## config.mk

```make
export PLATFORM = sky130hd
export DESIGN_NAME = reg_file_flat
export DESIGN_NICKNAME = d
export VERILOG_FILES = /design/src/rtl/reg_file_if.sv /design/src/rtl/reg_file.sv /design/src/flat_wrapper.sv
export SDC_FILE = /design/constraint.sdc
export NUM_CORES = 1
export LEC_CHECK = 0
export CORE_UTILIZATION = 50
export CTS_CLUSTER_SIZE = 12
export DETAILED_ROUTE_END_ITERATION = 7
export GPL_ROUTABILITY_DRIVEN = 0
export HOLD_SLACK_MARGIN = 0.05
export PLACE_DENSITY = 0.69
export SYNTH_ARGS = -nofsm -noshare
export SYNTH_HDL_FRONTEND = slang
export SYNTH_SLANG_ARGS = --single-unit
```

## constraint.sdc

```tcl
create_clock -name CLK -period 23.7 [get_ports CLK]
set_input_delay 3.555 -clock CLK [delete_from_list [all_inputs] [get_ports CLK]]
set_output_delay 3.555 -clock CLK [all_outputs]
set_load 0.05 [all_outputs]
```

## src/rtl/reg_file_if.sv

```systemverilog
// Bundles the write port, both read ports and the write counter of reg_file.
// master = the agent issuing reads/writes, slave = the register file itself.
interface reg_file_if #(
    parameter int WIDTH  = 16,
    parameter int ADDR_W = 4
);
    logic              wr_en;
    logic [ADDR_W-1:0] wr_addr;
    logic [WIDTH-1:0]  wr_data;
    logic [ADDR_W-1:0] rd_addr_a;
    logic [ADDR_W-1:0] rd_addr_b;
    logic [WIDTH-1:0]  rd_data_a;
    logic [WIDTH-1:0]  rd_data_b;
    logic [15:0]       wr_count;

    modport master (
        output wr_en, wr_addr, wr_data, rd_addr_a, rd_addr_b,
        input  rd_data_a, rd_data_b, wr_count
    );

    modport slave (
        input  wr_en, wr_addr, wr_data, rd_addr_a, rd_addr_b,
        output rd_data_a, rd_data_b, wr_count
    );
endinterface

```

## src/rtl/reg_file.sv

```systemverilog
// 2**ADDR_W x WIDTH register file: one write port, two combinational read ports, accepted-write counter.
// Define REGFILE_BYPASS_EN to forward same-cycle write data to a read port addressing the written register.
module reg_file #(
    parameter int WIDTH    = 16,
    parameter int ADDR_W   = 4,
    parameter int ZERO_REG = 1
) (
    input  logic       CLK,
    input  logic       RST,
    reg_file_if.slave  bus
);
    localparam int DEPTH = 2 ** ADDR_W;

    logic [WIDTH-1:0] r_mem [DEPTH];
    logic [15:0]      r_count;
    logic             w_zero_hit;
    logic             w_accept;
    logic [WIDTH-1:0] w_rd_a;
    logic [WIDTH-1:0] w_rd_b;

    // Writes to register 0 are dropped entirely (storage and counter) when it is hardwired.
    assign w_zero_hit = (ZERO_REG != 0) && (bus.wr_addr == '0);
    assign w_accept   = bus.wr_en && !RST && !w_zero_hit;

    always_ff @(posedge CLK or posedge RST) begin
        if (RST) begin
            for (int i = 0; i < DEPTH; i++) begin
                r_mem[i] <= '0;
            end
            r_count <= '0;
        end else if (w_accept) begin
            r_mem[bus.wr_addr] <= bus.wr_data;
            r_count            <= r_count + 16'd1;
        end
    end

    always_comb begin
        w_rd_a = r_mem[bus.rd_addr_a];
        w_rd_b = r_mem[bus.rd_addr_b];
`ifdef REGFILE_BYPASS_EN
        if (w_accept && (bus.rd_addr_a == bus.wr_addr)) w_rd_a = bus.wr_data;
        if (w_accept && (bus.rd_addr_b == bus.wr_addr)) w_rd_b = bus.wr_data;
`endif
        if ((ZERO_REG != 0) && (bus.rd_addr_a == '0)) w_rd_a = '0;
        if ((ZERO_REG != 0) && (bus.rd_addr_b == '0)) w_rd_b = '0;
        // Storage is already cleared by RST; the mask covers the window before reset propagates.
        if (RST) begin
            w_rd_a = '0;
            w_rd_b = '0;
        end
    end

    assign bus.rd_data_a = w_rd_a;
    assign bus.rd_data_b = w_rd_b;
    assign bus.wr_count  = r_count;
endmodule

```

## src/flat_wrapper.sv

```systemverilog
// flat-port wrapper written by rule: the top's interface ports become plain ports
module reg_file_flat 
#(
    parameter int WIDTH    = 16,
    parameter int ADDR_W   = 4,
    parameter int ZERO_REG = 1
)
  (CLK, RST, bus_wr_en, bus_wr_addr, bus_wr_data, bus_rd_addr_a, bus_rd_addr_b, bus_rd_data_a, bus_rd_data_b, bus_wr_count);
  reg_file_if #(.WIDTH(WIDTH), .ADDR_W(ADDR_W)) bus_i ();
  input  logic CLK;
  input  logic RST;
  input wire logic [$bits(bus_i.wr_en)-1:0] bus_wr_en;
  input wire logic [$bits(bus_i.wr_addr)-1:0] bus_wr_addr;
  input wire logic [$bits(bus_i.wr_data)-1:0] bus_wr_data;
  input wire logic [$bits(bus_i.rd_addr_a)-1:0] bus_rd_addr_a;
  input wire logic [$bits(bus_i.rd_addr_b)-1:0] bus_rd_addr_b;
  output wire logic [$bits(bus_i.rd_data_a)-1:0] bus_rd_data_a;
  output wire logic [$bits(bus_i.rd_data_b)-1:0] bus_rd_data_b;
  output wire logic [$bits(bus_i.wr_count)-1:0] bus_wr_count;
  assign bus_i.wr_en = bus_wr_en;
  assign bus_i.wr_addr = bus_wr_addr;
  assign bus_i.wr_data = bus_wr_data;
  assign bus_i.rd_addr_a = bus_rd_addr_a;
  assign bus_i.rd_addr_b = bus_rd_addr_b;
  assign bus_rd_data_a = bus_i.rd_data_a;
  assign bus_rd_data_b = bus_i.rd_data_b;
  assign bus_wr_count = bus_i.wr_count;
  reg_file #(.WIDTH(WIDTH), .ADDR_W(ADDR_W), .ZERO_REG(ZERO_REG)) u_core (.CLK(CLK), .RST(RST), .bus(bus_i));
endmodule
```

==> flow_summary.json <==
{
  "yosys_most_used_dff": "dfrtp_1",
  "finalWorstSetupSlack_ns": 12.95,
  "cp_max_fo": 136,
  "tns_ns": 0,
  "netlist_instances": 950,
  "cp_data_arrival_time_ns": 7.20,
  "layout_min_cycle_time_ns": 10.75,
  "cts_tree": "done",
  "drt_iter0_markers": 775,
  "vias_per_cell": 6.29,
  "finalHoldViolCount": 0,
  "ys_warn_count": 0,
  "worstSetupPathType": "in2out",
  "io_pins": 79,
  "drive_above_1_share_pct": 47.8,
  "outcome": "finished, final reports clean",
  "cp-start-kind": "primary input",
  "antenna_found_initial": 2,
  "die_w_microns": 171,
  "place_ws_ns": 12.93,
  "totalWireLength_microns": 36800,
  "postRouteAntennaNets": 0,
  "relSlewSlack_pct": 37.2,
  "finalInstanceArea_sq_um": 16200,
  "nFillCells": 2228,
  "post-dp-hpwl_microns": 22900,
  "synth_async_sr_flop_share_pct": 100,
  "rsz0062_at_grt": "no",
  "maxCapViolCount": 0,
  "ys_types": 48,
  "grt_pass1_vias": 8861,
  "slew_viol_final": 0,
  "multi_input_area_sq_um": 6980,
  "path_clk_slew_ns": 0.06,
  "clock.fmax_ghz": 0.0930,
  "wire_per_inst_microns": 26.6,
  "die_area_sq_um": 29400,
  "syn_to_final_growth_pct": 12.6,
  "track_usage_pct": 26.2,
  "p_leak_uw": 0.00688,
  "gr-total-overflow": 0,
  "clockBufferDepth": 3,
  "clock-root-buffer": "clkbuf_16",
  "finalClockSkew_ns": 0.00418,
  "dr.pass1.iters": 5,
  "critPathRequiredTime_ns": 20.15,
  "h-tree-depth": 1,
  "regArea_sq_um": 6810,
  "cts_num_sinks": 272,
  "synth.avg_cell_area_sq_um": 15.1,
  "instances_no_fill": 1380,
  "ys_seq_area_share_pct": 47.5,
  "std_cell_rows": 61,
  "grt_pass1_wl_microns": 56200,
  "setup_viol": 0,
  "syn_nets": 982,
  "pwr_density_cell_nw_per_um2": 86.1,
  "placedInstanceArea_sq_um": 15200,
  "ys_ff_latch": 272,
  "via_count": 8678,
  "diodes": 0,
  "postCtsResizedCells": 0,
  "die_h_microns": 171,
  "holdCritPathClass": "reg2reg",
  "endpoint_kind": "output port",
  "route.detailed.drc": 0,
  "dp_cells": 1326,
  "worst_slew_pin_slew_ns": 0.942,
  "cts_setup_buffers": 0,
  "cts_buffers": 30,
  "netlist_area_sq_um": 14300,
  "start_util_pct": 51.2,
  "ctsHoldBuffers": 0,
  "grt_max_degree": 137,
  "portBuffers": 78,
  "nets": 1012,
  "core_region_area_sq_um": 28000,
  "insertion_delay_ns": 0.54,
  "ir_drop_v": 0.0000560,
  "synth-edff-count": 0,
  "period_share_pct": 45.4
}
==> layout by cell type, fill, tap and decap left out, types with 15 or more instances in the layout <==
cell / synthesis / routed
a21oi_1: 17 / 17
a22oi_1: 30 / 30
buf_4: 8 / 21
clkbuf_16: 0 / 31
clkdlybuf4s50_1: 0 / 72
dfrtp_1: 272 / 272
mux2_2: 261 / 261
mux2i_1: 16 / 16
mux4_2: 112 / 112
nand2_1: 23 / 23
o211ai_1: 15 / 15
==> cells by family after synthesis <==
family,synth area share (%)
mux,40.4
compound gates,3.59
xor+xnor,0.916
flops,47.5
simple gates,3.60
buf+inv,3.94
fa+ha+maj,0.0872
==> synth_stat cells, types with 3 or more instances <==
library cell  instances  area, sq um
buf_4                 8         60.1
and3_1                4         25.0
nor3b_4               3         56.3
dfrtp_1             272         6810
nor2b_1               5         31.3
mux2_2              261         2940
xnor2_1               9         78.8
nand2_2               8         50.1
o211ai_1             15          113
buf_6                12          135
nand2_1              23         86.3
nand4_1               5         31.3
nor3b_1               3         22.5
mux2_4               10          150
o21ai_1               8         40.0
o21ai_0               9         45.0
a21oi_1              17         85.1
mux4_2              112         2520
xor2_1                6         52.6
a22oi_1              30          225
nor2_1                5         18.8
buf_2                25          125
clkbuf_1             45          169
buf_1                 5         18.8
nand3_1               3         15.0
mux2i_1              16          160
nor3_1                6         30.0
==> metal layers <==
layer | routed length (microns) | global-route usage, % | vias to the layer above
li1 | - | - | 3701
met1 | 15700 | 36.4 | 4611
met2 | 17300 | 40.9 | 290
met3 | 2620 | 6.40 | 72
met4 | 1120 | 7.96 | 4
met5 | 23 | 0 | -
==> state kept, by name, summed over array words and instances, names as in the netlist <==
| register | cells |
|---|---|
| u_core.bus.wr_count | 16 |
| u_core.r_mem | 256 |
==> report_power, final <==
part / total, uW / internal [uW] / switching, uW
clock: 460 / 273 / 187
sequential: 612 / 550 / 62.7
combinational: 318 / 172 / 146
total: 1390 / 994 / 396
==> path summary, 6_finish.rpt <==
check                                                        start                                 end  slack, ns  cells past startpoint
worst max-delay path                                           RST                    bus_rd_data_a[1]      12.95                      6
min in group asynchronous                                      RST       u_core.r_mem[249]$_DFFE_PP0P_       3.95                      2
worst max register to register  u_core.bus.wr_count[2]$_DFFE_PP0P_  u_core.bus.wr_count[6]$_DFFE_PP0P_      22.10                      4
worst min register to register       u_core.r_mem[245]$_DFFE_PP0P_       u_core.r_mem[245]$_DFFE_PP0P_       0.37                      0
max in group asynchronous                                      RST        u_core.r_mem[16]$_DFFE_PP0P_      18.19                      3
worst min-delay path                 u_core.r_mem[245]$_DFFE_PP0P_       u_core.r_mem[245]$_DFFE_PP0P_       0.37                      0
==> area by class of cell <==
cell class | instances | area share (%)
inverters | 2 | 0.0930
well taps | 378 | 2.93
clock inverters | 10 | 0.465
flip-flops and latches | 272 | 42.1
repair buffers | 96 | 5.53
multi-input cells | 578 | 43.2
clock buffers | 44 | 5.60
==> metrics by stage <==
step	hold slack (ns)	utilization (%)	power [uW]
final	0.374	57.7	1390
after global routing	0.385	57.7	1450
after CTS	0.377	57.7	1390
after detailed placement	0.363	54.2	934
after global placement	0.360	54.2	926
after floorplan	0.425	-	843
==> critical path: stages <==
cell and delay [ns]:
clkdlybuf4s50_1 0.69, inv_8 0.81, and3_1 0.85, a22oi_1 0.22, o211ai_1 0.15, clkdlybuf4s50_1 0.84
(Power assumes the default switching activity.)
